**config.mk**
```make
export PLATFORM = sky130hd
export DESIGN_NAME = spi_master_mm
export DESIGN_NICKNAME = d
export VERILOG_FILES = /design/src/rtl/spi_master_mm.sv
export SDC_FILE = /design/constraint.sdc
export NUM_CORES = 1
export LEC_CHECK = 0
export CORE_MARGIN = 2
export CORE_UTILIZATION = 55
export DETAILED_ROUTE_END_ITERATION = 6
export PLACE_DENSITY_LB_ADDON = 0.2
export SETUP_SLACK_MARGIN = 0.5
export SYNTH_ARGS = -nofsm -noshare
export SYNTH_HDL_FRONTEND = slang
export SYNTH_SLANG_ARGS = --single-unit
```
**constraint.sdc**
```tcl
create_clock -name clk -period 5.5 [get_ports clk]
set_clock_uncertainty 0.05 [all_clocks]
set_input_delay 1.1 -clock clk [delete_from_list [all_inputs] [get_ports clk]]
set_output_delay 1.1 -clock clk [all_outputs]
set_load 0.05 [all_outputs]
```
**src/rtl/spi_master_mm.sv**
```systemverilog
// spi_master_mm: memory-mapped SPI master for the CPU data bus.
// Run-time programmable SCLK divider, SPI modes 0-3, TX/RX FIFOs and
// NUM_CS software-driven chip selects. Frames are DATA_W bits, MSB first.
// Optional feature: define SPI_IRQ_EN to add the registered irq output
// together with the CTRL[3] rx_ie and CTRL[4] txe_ie enables.
module spi_master_mm #(
    parameter int NUM_CS     = 1,
    parameter int FIFO_DEPTH = 4,
    parameter int DATA_W     = 8,
    parameter int DIV_W      = 8
) (
    input  logic              clk,
    input  logic              rst_n,
    input  logic              sel,
    input  logic [1:0]        addr,
    input  logic [31:0]       data_wr,
    input  logic              mem_wr,
    input  logic              mem_rd,
    output logic [31:0]       data_rd,
    output logic              sd_clk,
    output logic              sd_mosi,
    input  logic              sd_miso,
    output logic [NUM_CS-1:0] sd_cs_n
`ifdef SPI_IRQ_EN
    ,
    output logic              irq
`endif
);

    localparam int AW = $clog2(FIFO_DEPTH);
    localparam int CW = AW + 1;
    localparam int EW = $clog2(2 * DATA_W);
    localparam logic [CW-1:0] FULL_CNT  = CW'(FIFO_DEPTH);
    localparam logic [EW-1:0] LAST_EDGE = EW'(2 * DATA_W - 1);

    typedef enum logic [1:0] {A_DATA, A_STATUS, A_CTRL, A_CS} reg_addr_e;
    typedef enum logic [1:0] {S_IDLE, S_LOAD, S_SHIFT, S_DONE} state_e;

    // Bus decode
    reg_addr_e addr_e;
    logic      bus_wr, bus_rd;
    assign addr_e = reg_addr_e'(addr);
    assign bus_wr = sel && mem_wr;
    assign bus_rd = sel && mem_rd;

    // Control / status registers
    logic              en_q, cpol_q, cpha_q;
    logic [DIV_W-1:0]  div_q;
    logic [NUM_CS-1:0] cs_q;
    logic              tx_ovf_q, rx_ovf_q;
`ifdef SPI_IRQ_EN
    logic              rx_ie_q, txe_ie_q, irq_q;
`endif

    // FIFO storage and pointers
    logic [DATA_W-1:0] tx_mem [FIFO_DEPTH];
    logic [DATA_W-1:0] rx_mem [FIFO_DEPTH];
    logic [AW-1:0]     tx_wp_q, tx_rp_q, rx_wp_q, rx_rp_q;
    logic [CW-1:0]     tx_cnt_q, rx_cnt_q;
    logic              tx_full, tx_empty, rx_full, rx_empty;
    logic              tx_push, tx_pop, tx_acc, rx_push, rx_pop, rx_acc;

    // Shift engine
    state_e            state_q;
    logic              sclk_q, mosi_q;
    logic [DATA_W-1:0] tx_sh_q, rx_sh_q;
    logic [DIV_W-1:0]  hcnt_q, w_div_q;
    logic [EW-1:0]     edge_q;
    logic              w_cpol_q, w_cpha_q;
    logic              busy, edge_lead, edge_last;

    logic [31:0] rd_val_d, data_rd_q;
    logic        unused_data_wr;

    assign tx_full  = (tx_cnt_q == FULL_CNT);
    assign tx_empty = (tx_cnt_q == '0);
    assign rx_full  = (rx_cnt_q == FULL_CNT);
    assign rx_empty = (rx_cnt_q == '0);

    assign busy    = (state_q != S_IDLE);
    assign tx_push = bus_wr && (addr_e == A_DATA);
    assign tx_pop  = (state_q == S_IDLE) && en_q && !tx_empty;
    // A push into a full FIFO still lands if the other side frees a slot this cycle.
    assign tx_acc  = tx_push && (!tx_full || tx_pop);
    assign rx_push = (state_q == S_DONE);
    assign rx_pop  = bus_rd && (addr_e == A_DATA) && !rx_empty;
    assign rx_acc  = rx_push && (!rx_full || rx_pop);

    assign edge_lead = !edge_q[0];
    assign edge_last = (edge_q == LAST_EDGE);

    // Only some write-data bits are mapped; the rest are deliberately ignored.
    assign unused_data_wr = ^data_wr;

    // Register writes from the bus and sticky overflow flags.
    // NOTE: clocked state uses non-blocking (<=) so every register samples pre-edge values.
    always_ff @(posedge clk or negedge rst_n) begin
        if (!rst_n) begin
            en_q     <= 1'b0;
            cpol_q   <= 1'b0;
            cpha_q   <= 1'b0;
            div_q    <= '0;
            cs_q     <= '0;
            tx_ovf_q <= 1'b0;
            rx_ovf_q <= 1'b0;
`ifdef SPI_IRQ_EN
            rx_ie_q  <= 1'b0;
            txe_ie_q <= 1'b0;
`endif
        end else begin
            if (bus_wr && addr_e == A_CTRL) begin
                en_q   <= data_wr[0];
                cpol_q <= data_wr[1];
                cpha_q <= data_wr[2];
                div_q  <= data_wr[DIV_W+7:8];
`ifdef SPI_IRQ_EN
                rx_ie_q  <= data_wr[3];
                txe_ie_q <= data_wr[4];
`endif
            end
            if (bus_wr && addr_e == A_CS) cs_q <= data_wr[NUM_CS-1:0];
            // A new overflow wins over a simultaneous clear so no event is lost.
            if (tx_push && tx_full && !tx_pop)                    tx_ovf_q <= 1'b1;
            else if (bus_wr && addr_e == A_STATUS && data_wr[5]) tx_ovf_q <= 1'b0;
            if (rx_push && rx_full && !rx_pop)                    rx_ovf_q <= 1'b1;
            else if (bus_wr && addr_e == A_STATUS && data_wr[6]) rx_ovf_q <= 1'b0;
        end
    end

    // FIFO data arrays: written only on accepted pushes.
    // NOTE: storage is not reset; the counts alone define which entries are valid.
    always_ff @(posedge clk) begin
        if (tx_acc) tx_mem[tx_wp_q] <= data_wr[DATA_W-1:0];
        if (rx_acc) rx_mem[rx_wp_q] <= rx_sh_q;
    end

    // FIFO pointers and occupancy counts; pointers wrap modulo FIFO_DEPTH.
    always_ff @(posedge clk or negedge rst_n) begin
        if (!rst_n) begin
            tx_wp_q  <= '0;
            tx_rp_q  <= '0;
            tx_cnt_q <= '0;
            rx_wp_q  <= '0;
            rx_rp_q  <= '0;
            rx_cnt_q <= '0;
        end else begin
            if (tx_acc) tx_wp_q <= tx_wp_q + AW'(1);
            if (tx_pop) tx_rp_q <= tx_rp_q + AW'(1);
            tx_cnt_q <= tx_cnt_q + CW'(tx_acc) - CW'(tx_pop);
            if (rx_acc) rx_wp_q <= rx_wp_q + AW'(1);
            if (rx_pop) rx_rp_q <= rx_rp_q + AW'(1);
            rx_cnt_q <= rx_cnt_q + CW'(rx_acc) - CW'(rx_pop);
        end
    end

    // Frame engine: IDLE pops a word, LOAD freezes the mode, SHIFT toggles SCLK, DONE hands off.
    always_ff @(posedge clk or negedge rst_n) begin
        if (!rst_n) begin
            state_q  <= S_IDLE;
            sclk_q   <= 1'b0;
            mosi_q   <= 1'b1;
            tx_sh_q  <= '0;
            rx_sh_q  <= '0;
            hcnt_q   <= '0;
            edge_q   <= '0;
            w_cpol_q <= 1'b0;
            w_cpha_q <= 1'b0;
            w_div_q  <= '0;
        end else begin
            unique case (state_q)
                S_IDLE: begin
                    sclk_q <= cpol_q;
                    mosi_q <= 1'b1;
                    if (tx_pop) begin
                        tx_sh_q <= tx_mem[tx_rp_q];
                        state_q <= S_LOAD;
                    end
                end
                S_LOAD: begin
                    w_cpol_q <= cpol_q;
                    w_cpha_q <= cpha_q;
                    w_div_q  <= div_q;
                    sclk_q   <= cpol_q;
                    hcnt_q   <= '0;
                    edge_q   <= '0;
                    // With cpha=0 the slave samples on the first edge, so the MSB must already be out.
                    if (!cpha_q) begin
                        mosi_q  <= tx_sh_q[DATA_W-1];
                        tx_sh_q <= tx_sh_q << 1;
                    end
                    state_q <= S_SHIFT;
                end
                S_SHIFT: begin
                    if (hcnt_q == w_div_q) begin
                        hcnt_q <= '0;
                        sclk_q <= ~sclk_q;
                        edge_q <= edge_q + EW'(1);
                        if (w_cpha_q ? edge_lead : (!edge_lead && !edge_last)) begin
                            mosi_q  <= tx_sh_q[DATA_W-1];
                            tx_sh_q <= tx_sh_q << 1;
                        end
                        if (w_cpha_q ? !edge_lead : edge_lead)
                            rx_sh_q <= {rx_sh_q[DATA_W-2:0], sd_miso};
                        if (edge_last) state_q <= S_DONE;
                    end else begin
                        hcnt_q <= hcnt_q + DIV_W'(1);
                    end
                end
                S_DONE: begin
                    mosi_q  <= 1'b1;
                    sclk_q  <= w_cpol_q;
                    state_q <= S_IDLE;
                end
                default: state_q <= S_IDLE;
            endcase
        end
    end

    // Read-data mux; unmapped bits and an empty RX FIFO read as zero.
    // NOTE: every output gets a default first so no path can infer a latch.
    always_comb begin
        rd_val_d = '0;
        case (addr_e)
            A_DATA:   if (!rx_empty) rd_val_d[DATA_W-1:0] = rx_mem[rx_rp_q];
            A_STATUS: rd_val_d[6:0] = {rx_ovf_q, tx_ovf_q, rx_empty, rx_full,
                                       tx_empty, tx_full, busy};
            A_CTRL: begin
                rd_val_d[0] = en_q;
                rd_val_d[1] = cpol_q;
                rd_val_d[2] = cpha_q;
`ifdef SPI_IRQ_EN
                rd_val_d[3] = rx_ie_q;
                rd_val_d[4] = txe_ie_q;
`endif
                rd_val_d[DIV_W+7:8] = div_q;
            end
            A_CS:     rd_val_d[NUM_CS-1:0] = cs_q;
            default:  rd_val_d = '0;
        endcase
    end

    // Registered read port: valid the cycle after the read strobe.
    always_ff @(posedge clk or negedge rst_n) begin
        if (!rst_n)      data_rd_q <= '0;
        else if (bus_rd) data_rd_q <= rd_val_d;
    end

`ifdef SPI_IRQ_EN
    // Interrupt: level of the enabled conditions, registered.
    always_ff @(posedge clk or negedge rst_n) begin
        if (!rst_n) irq_q <= 1'b0;
        else        irq_q <= (rx_ie_q && !rx_empty) || (txe_ie_q && tx_empty && !busy) ||
                             tx_ovf_q || rx_ovf_q;
    end
    assign irq = irq_q;
`endif

    assign data_rd = data_rd_q;
    assign sd_clk  = sclk_q;
    assign sd_mosi = mosi_q;
    assign sd_cs_n = ~cs_q;

endmodule

```
==> impl_metrics.py, run 1 <==
metrics = {
    "run_status": {
        "status": "finished with violations",
        "violations": "DRC",
    },
    "yosys": {
        "synth_top_area_cell": "dfrtp_1",
        "synth.avg_cell_area_um2": 14.4,
        "yosysMostFrequentCell": "dfrtp_1",
        "yosysWarnings": 0,
        "synthCells": 456,
        "synth_edf_count": 64,
        "ys_ff_latch": 150,
        "ys_seq_area_share_pct": 62.2,
        "synth_top_area_share_pct": 32.5,
        "netlist_area_um2": 6550,
        "synthTopCellsByArea": "dfrtp_1, edfxtp_1, mux2_2",
        "async_reset_ff_share_pct": 57.3,
        "synth_top_flop_cell": "dfrtp_1",
        "yosysUniqueCellTypes": 52,
        "synth_common_cells": "dfrtp_1, edfxtp_1, mux2_2, nand2_1, inv_1",
    },
    "layout": {
        "multi_input_area_um2": 2260,
        "ff_latch_area_um2": 4080,
        "antenna_cells": 0,
        "drive_gt1_share_pct": 18.9,
        "fillerInstances": 823,
        "synthToLayoutAreaGrowth_pct": 17.0,
        "nets": 560,
    },
    "placement": {
        "io_buffers": 42,
        "routabilityCongestion": 0.766,
        "dp_hpwl_um": 8450,
    },
    "sta": {
        "worst_pin_slew_ns": 0.863,
        "slew_violations": 0,
        "slew_headroom_pct": 42.4,
        "grt_setup_unrepaired": "no",
        "finalSetupViolCount": 0,
        "setup_tns_ns": 0,
        "fmax_mhz": 289,
        "hold_violations": 0,
        "fin_hold_ws_ns": 0.447,
        "post-route-min-period_ns": 3.46,
        "timing.final.crit_share_pct": 62.9,
    },
    "clock_network": {
        "cts_resized": 0,
        "cts_max_path_buffers": 2,
        "numCtsBuffers": 17,
        "post-cts-setup-buffers": 0,
        "cts-root-buf": "clkbuf_16",
        "clk-insertion-delay-late_ns": 0.42,
        "postCtsHoldBufs": 0,
        "h-tree-depth": 4,
        "clock-sinks": 150,
        "cts_tree": "yes",
        "clk_pin_slew_ns": 0.06,
    },
    "die": {
        "die_x_um": 113,
        "die_h_um": 113,
        "core_um2": 11500,
        "rows": 39,
        "num_io_pins": 75,
        "die-area_um2": 12800,
        "start_util_pct": 56.9,
    },
    "detailed_routing": {
        "drt_iter0_markers": 255,
        "routed_wl_um": 12100,
        "viasPerCell": 5.68,
        "avgRoutedWirePerCell_um": 18.4,
        "drc": 4,
        "vias": 3726,
        "first_pass_iters": 6,
        "antenna_left": 0,
    },
    "pwr": {
        "power_frac_comb_pct": 29.6,
        "swShare_pct": 31.8,
        "seq_power_share_pct": 40.3,
        "leakagePower_nw": 3.15,
        "p_int_w": 0.00281,
        "power_frac_clock_pct": 30.1,
        "p_switching_w": 0.00131,
        "ir_worst_vdd_v": 0.000355,
        "power-per-cell-area_nw_per_um2": 538,
    },
    "global_routing": {
        "grt_max_degree": 69,
        "grt-ovfl-total": 0,
        "track_usage_pct": 20.9,
        "grt_first_pass_wirelength_um": 20200,
        "grt_pass1_vias": 4006,
        "antenna_found_initial": 0,
    },
    "setup_path": {
        "slowest_stage": "clkdlybuf4s50_1",
        "end_kind": "flip-flop",
        "worstPathCellList": "clkdlybuf4s50_1 -> nand2_1 -> buf_4 -> o311ai_0 -> buf_4 -> and2_1 -> inv_1 -> ha_1 -> inv_1 -> ha_1 -> fa_1 -> xnor2_1",
        "cp_max_fo": 26,
        "cp_top_family": "buffers and inverters",
        "crit_required_ns": 5.75,
        "critical_path_class": "in2reg",
        "start_kind": "primary input",
        "cp_num_buf_inv": 5,
        "crit_arrival_ns": 3.71,
        "cpPeakStageDelay_ns": 0.54,
    },
    "worst_hold_path": {
        "hold_path.class": "reg2reg",
    },
    "run": {
        "cap_viol_max_count": 0,
    },
}
-- final cells by class --
class	instances	area share (%)
clock buffers	19	5.64
clock inverters	13	2.66
inverters	20	0.979
repair buffers	45	5.74
flip-flops and latches	150	53.1
well taps	143	2.33
multi-input cells	266	29.5
-- cell usage in the layout, fill, tap and decap left out, drive strengths merged, types with 10 or more instances in the layout --
cell type,netlist,layout
dfrtp,85,85
edfxtp,64,64
mux2,43,43
clkdlybuf4s50,0,41
nand2,26,26
inv,20,21
clkbuf,16,19
ha,18,18
mux4,16,16
o21ai,16,16
conb,1,16
xor2,13,13
a21oi,11,11
nor2,10,10
-- state kept, by name, summed over array words and instances (netlist names), 3 cells and up --
| register | count |
|---|---|
| tx_mem | 32 |
| tx_sh_q | 8 |
| hcnt_q | 8 |
| tx_cnt_q | 3 |
| div_q | 8 |
| data_rd | 16 |
| edge_q | 4 |
| rx_sh_q | 8 |
| rx_mem | 32 |
| w_div_q | 8 |
| rx_cnt_q | 3 |
-- layer usage --
layer	track usage, %	wire length, µm	vias to the layer above
li1	-	-	1730
met4	6.67	160	0
met1	25.5	5200	1910
met5	0	0	-
met3	6.75	502	16
met2	35.4	6210	70
-- path summary, 6_finish.rpt --
kind | slack [ns] | cells past startpoint | from | end
max | 2.04 | 12 | sel | rx_cnt_q[2]
min | 0.45 | 2 | data_rd[1] | data_rd[1]
max reg2reg | 2.78 | 12 | state_q[0] | tx_cnt_q[2]
min reg2reg | 0.45 | 2 | data_rd[1] | data_rd[1]
max in group asynchronous | 3.75 | 2 | rst_n | rx_cnt_q[0]
min in group asynchronous | 0.50 | 1 | rst_n | tx_sh_q[4]
-- worst reg2reg max path, delay by kind of cell, from the launching register on --
family / cells / cell delay (ns)
buf+inv: 3 / 0.26
flops: 1 / 0.41
simple gates: 3 / 0.71
fa+ha+maj: 3 / 0.75
xor+xnor: 2 / 0.33
compound gates: 1 / 0.14
-- power by group through the flow --
stage | logic, W | registers (W) | clock network [W]
after floorplan | 0.000914 | 0.00167 | 0
after global routing | 0.00134 | 0.00170 | 0.00131
final | 0.00122 | 0.00166 | 0.00124
after global placement | 0.00118 | 0.00167 | 0
after CTS | 0.00124 | 0.00167 | 0.00126
after detailed placement | 0.00123 | 0.00169 | 0
-- kinds of logic after synthesis --
| kind of cell | after synthesis | share of synthesized area [%] |
|---|---|---|
| AO/OA/AOI/OAI | 61 | 6.53 |
| XOR/XNOR | 21 | 2.81 |
| adder cells (fa/ha/maj) | 20 | 4.05 |
| buffers and inverters | 55 | 4.12 |
| flip-flops | 150 | 62.2 |
| multiplexers | 62 | 13.3 |
| other | 1 | 0.0572 |
| AND/OR/NAND/NOR | 86 | 6.91 |
-- through the flow --
stage | area [µm²] | power [W] | setup slack [ns] | std cells | util [%]
final | 7670 | 0.00412 | 2.04 | 656 | 66.6
after detailed placement | 7030 | 0.00291 | 1.59 | 624 | 61.1
after floorplan | 6610 | 0.00258 | 2.21 | 471 | -
after global routing | 7670 | 0.00435 | 1.81 | 656 | 66.6
after global placement | 7030 | 0.00284 | 1.65 | 624 | 61.1
after CTS | 7670 | 0.00417 | 2.03 | 656 | 66.6
Power figures use the tool's default switching activity.
==> inputs of run 2 (changes only) <==
==> constraint.sdc (replaced) <==
create_clock -name clk -period 3.3 [get_ports clk]
set_clock_uncertainty 0.05 [all_clocks]
set_input_delay 0.66 -clock clk [delete_from_list [all_inputs] [get_ports clk]]
set_output_delay 0.66 -clock clk [all_outputs]
set_load 0.05 [all_outputs]
==> impl_metrics.py, run 2 (synthesis results as in run 1) <==
metrics = {
    "run_status": {
        "status": "finished with violations",
        "violations": "DRC",
    },
    "sta": {
        "post-route-min-period_ns": 2.66,
        "setup_tns_ns": 0,
        "timing.final.crit_share_pct": 80.5,
        "worst_pin_slew_ns": 0.688,
        "slew_violations": 0,
        "fin_hold_ws_ns": 0.226,
        "fmax_mhz": 376,
        "finalSetupViolCount": 0,
        "grt_setup_unrepaired": "yes",
        "slew_headroom_pct": 54.1,
        "hold_violations": 0,
    },
    "detailed_routing": {
        "drc": 6,
        "first_pass_iters": 6,
        "drt_iter0_markers": 279,
        "viasPerCell": 5.62,
        "antenna_left": 0,
        "routed_wl_um": 12200,
        "avgRoutedWirePerCell_um": 18.3,
        "vias": 3751,
    },
    "setup_path": {
        "cp_max_fo": 4,
        "slowest_stage": "clkdlybuf4s50_1",
        "end_kind": "flip-flop",
        "cp_num_buf_inv": 3,
        "worst_r2r_endpoint": "tx_sh_q[2]",
        "crit_arrival_ns": 2.95,
        "endpoint": "rx_cnt_q[2]",
        "critical_path_class": "in2reg",
        "crit_required_ns": 3.59,
        "reg2regPathDepth": 6,
        "rrSetupSlack_ns": 0.78,
        "r2r_start": "hcnt_q[3]",
        "cpPeakStageDelay_ns": 0.53,
        "cp_top_family": "adder cells",
        "worstPathCellList": "clkdlybuf4s50_1 -> nand2_1 -> o311ai_1 -> and2_2 -> inv_1 -> ha_1 -> inv_1 -> ha_1 -> fa_1 -> xnor2_1",
        "start_kind": "primary input",
        "critical_path_cell_count": 10,
        "crit_start": "sel",
    },
    "clock_network": {
        "clk-insertion-delay-late_ns": 0.42,
        "clock-sinks": 150,
        "clk_pin_slew_ns": 0.06,
        "h-tree-depth": 4,
        "numCtsBuffers": 17,
        "postCtsHoldBufs": 0,
        "cts-root-buf": "clkbuf_16",
        "cts_tree": "yes",
        "cts_max_path_buffers": 2,
    },
    "die": {
        "start_util_pct": 56.9,
        "core_um2": 11500,
        "die_x_um": 113,
        "die_h_um": 113,
        "die-area_um2": 12800,
        "num_io_pins": 75,
        "rows": 39,
    },
    "layout": {
        "final_common_cell": "dfrtp_1",
        "final_cell_mix": "dfrtp_1, edfxtp_1, mux2_2",
        "fin_cells": 668,
        "drive_gt1_share_pct": 21.5,
        "antenna_cells": 0,
        "nets": 572,
        "synthToLayoutAreaGrowth_pct": 19.2,
    },
    "placement": {
        "dp_hpwl_um": 8430,
        "dp_cells": 634,
        "io_buffers": 42,
        "routabilityCongestion": 0.816,
    },
    "global_routing": {
        "grt_max_degree": 53,
        "track_usage_pct": 20.8,
        "grt-ovfl-total": 0,
        "antenna_found_initial": 0,
        "grt_pass1_vias": 3936,
        "grt_first_pass_wirelength_um": 20200,
    },
    "pwr": {
        "power-per-cell-area_nw_per_um2": 906,
        "ir_worst_vdd_v": 0.000731,
        "leakagePower_nw": 3.23,
        "power_w": 0.00707,
    },
    "run": {
        "cap_viol_max_count": 0,
    },
    "worst_hold_path": {
        "hold_path.class": "in2async",
    },
}
run 2: worst register-to-register path: stages (launching register included):
cell     delay, ns
dfrtp_1       0.44
xor2_1        0.18
nor4_1        0.54
a21bo_2       0.38
nor4b_4       0.24
buf_4         0.21
mux2_2        0.35
run 2: through the flow:
step	area (µm²)	util [%]	setup slack [ns]
finish	7810	67.8	0.644
global route	7810	67.8	0.486
CTS	7790	67.6	0.553
detailed placement	7110	61.7	0.197
global placement	7110	61.7	0.247
floorplan	6610	-	0.598
run 2: final cells by class:
| class | instances | area [µm²] |
|---|---|---|
| flip-flops and latches | 150 | 4080 |
| fillers | 797 | 3700 |
| multi-input cells | 266 | 2270 |
| repair buffers | 57 | 531 |
| clock buffers | 20 | 457 |
| clock inverters | 12 | 224 |
| well taps | 143 | 179 |
| inverters | 20 | 75.1 |
run 2: report_power, final:
part	switching (W)	total, W	internal, W
Clock	0.000740	0.00220	0.00146
Combinational	0.00110	0.00212	0.00101
Sequential	0.000373	0.00276	0.00239
Total	0.00221	0.00707	0.00486
run 2: worst min path at each step:
stage	startpoint	end	slack, ns
6_report	rst_n	tx_sh_q[4]	0.23
3_5_place_dp	data_rd[4]	data_rd[4]	0.42
3_3_place_gp	data_rd[4]	data_rd[4]	0.42
5_1_grt	rst_n	tx_sh_q[4]	0.27
2_1_floorplan	rst_n	cpha_q	0.31
4_1_cts	rst_n	tx_sh_q[4]	0.25
run 2: metal layers:
metal | GRT usage (%) | routed length, µm | part of all wire, % | vias up
met1 | 26.5 | 5340 | 44 | 1910
met3 | 4.87 | 441 | 3.6 | 19
met2 | 34.6 | 6180 | 51 | 67
met5 | 0 | 0 | 0 | -
met4 | 8.54 | 233 | 1.9 | 0
li1 | - | - | - | 1755
run 2: timing repair:
item	4_1_cts	5_1_grt
setup buffers	0	2
gates resized for setup	0	2
endpoints found under the setup margin	0	9
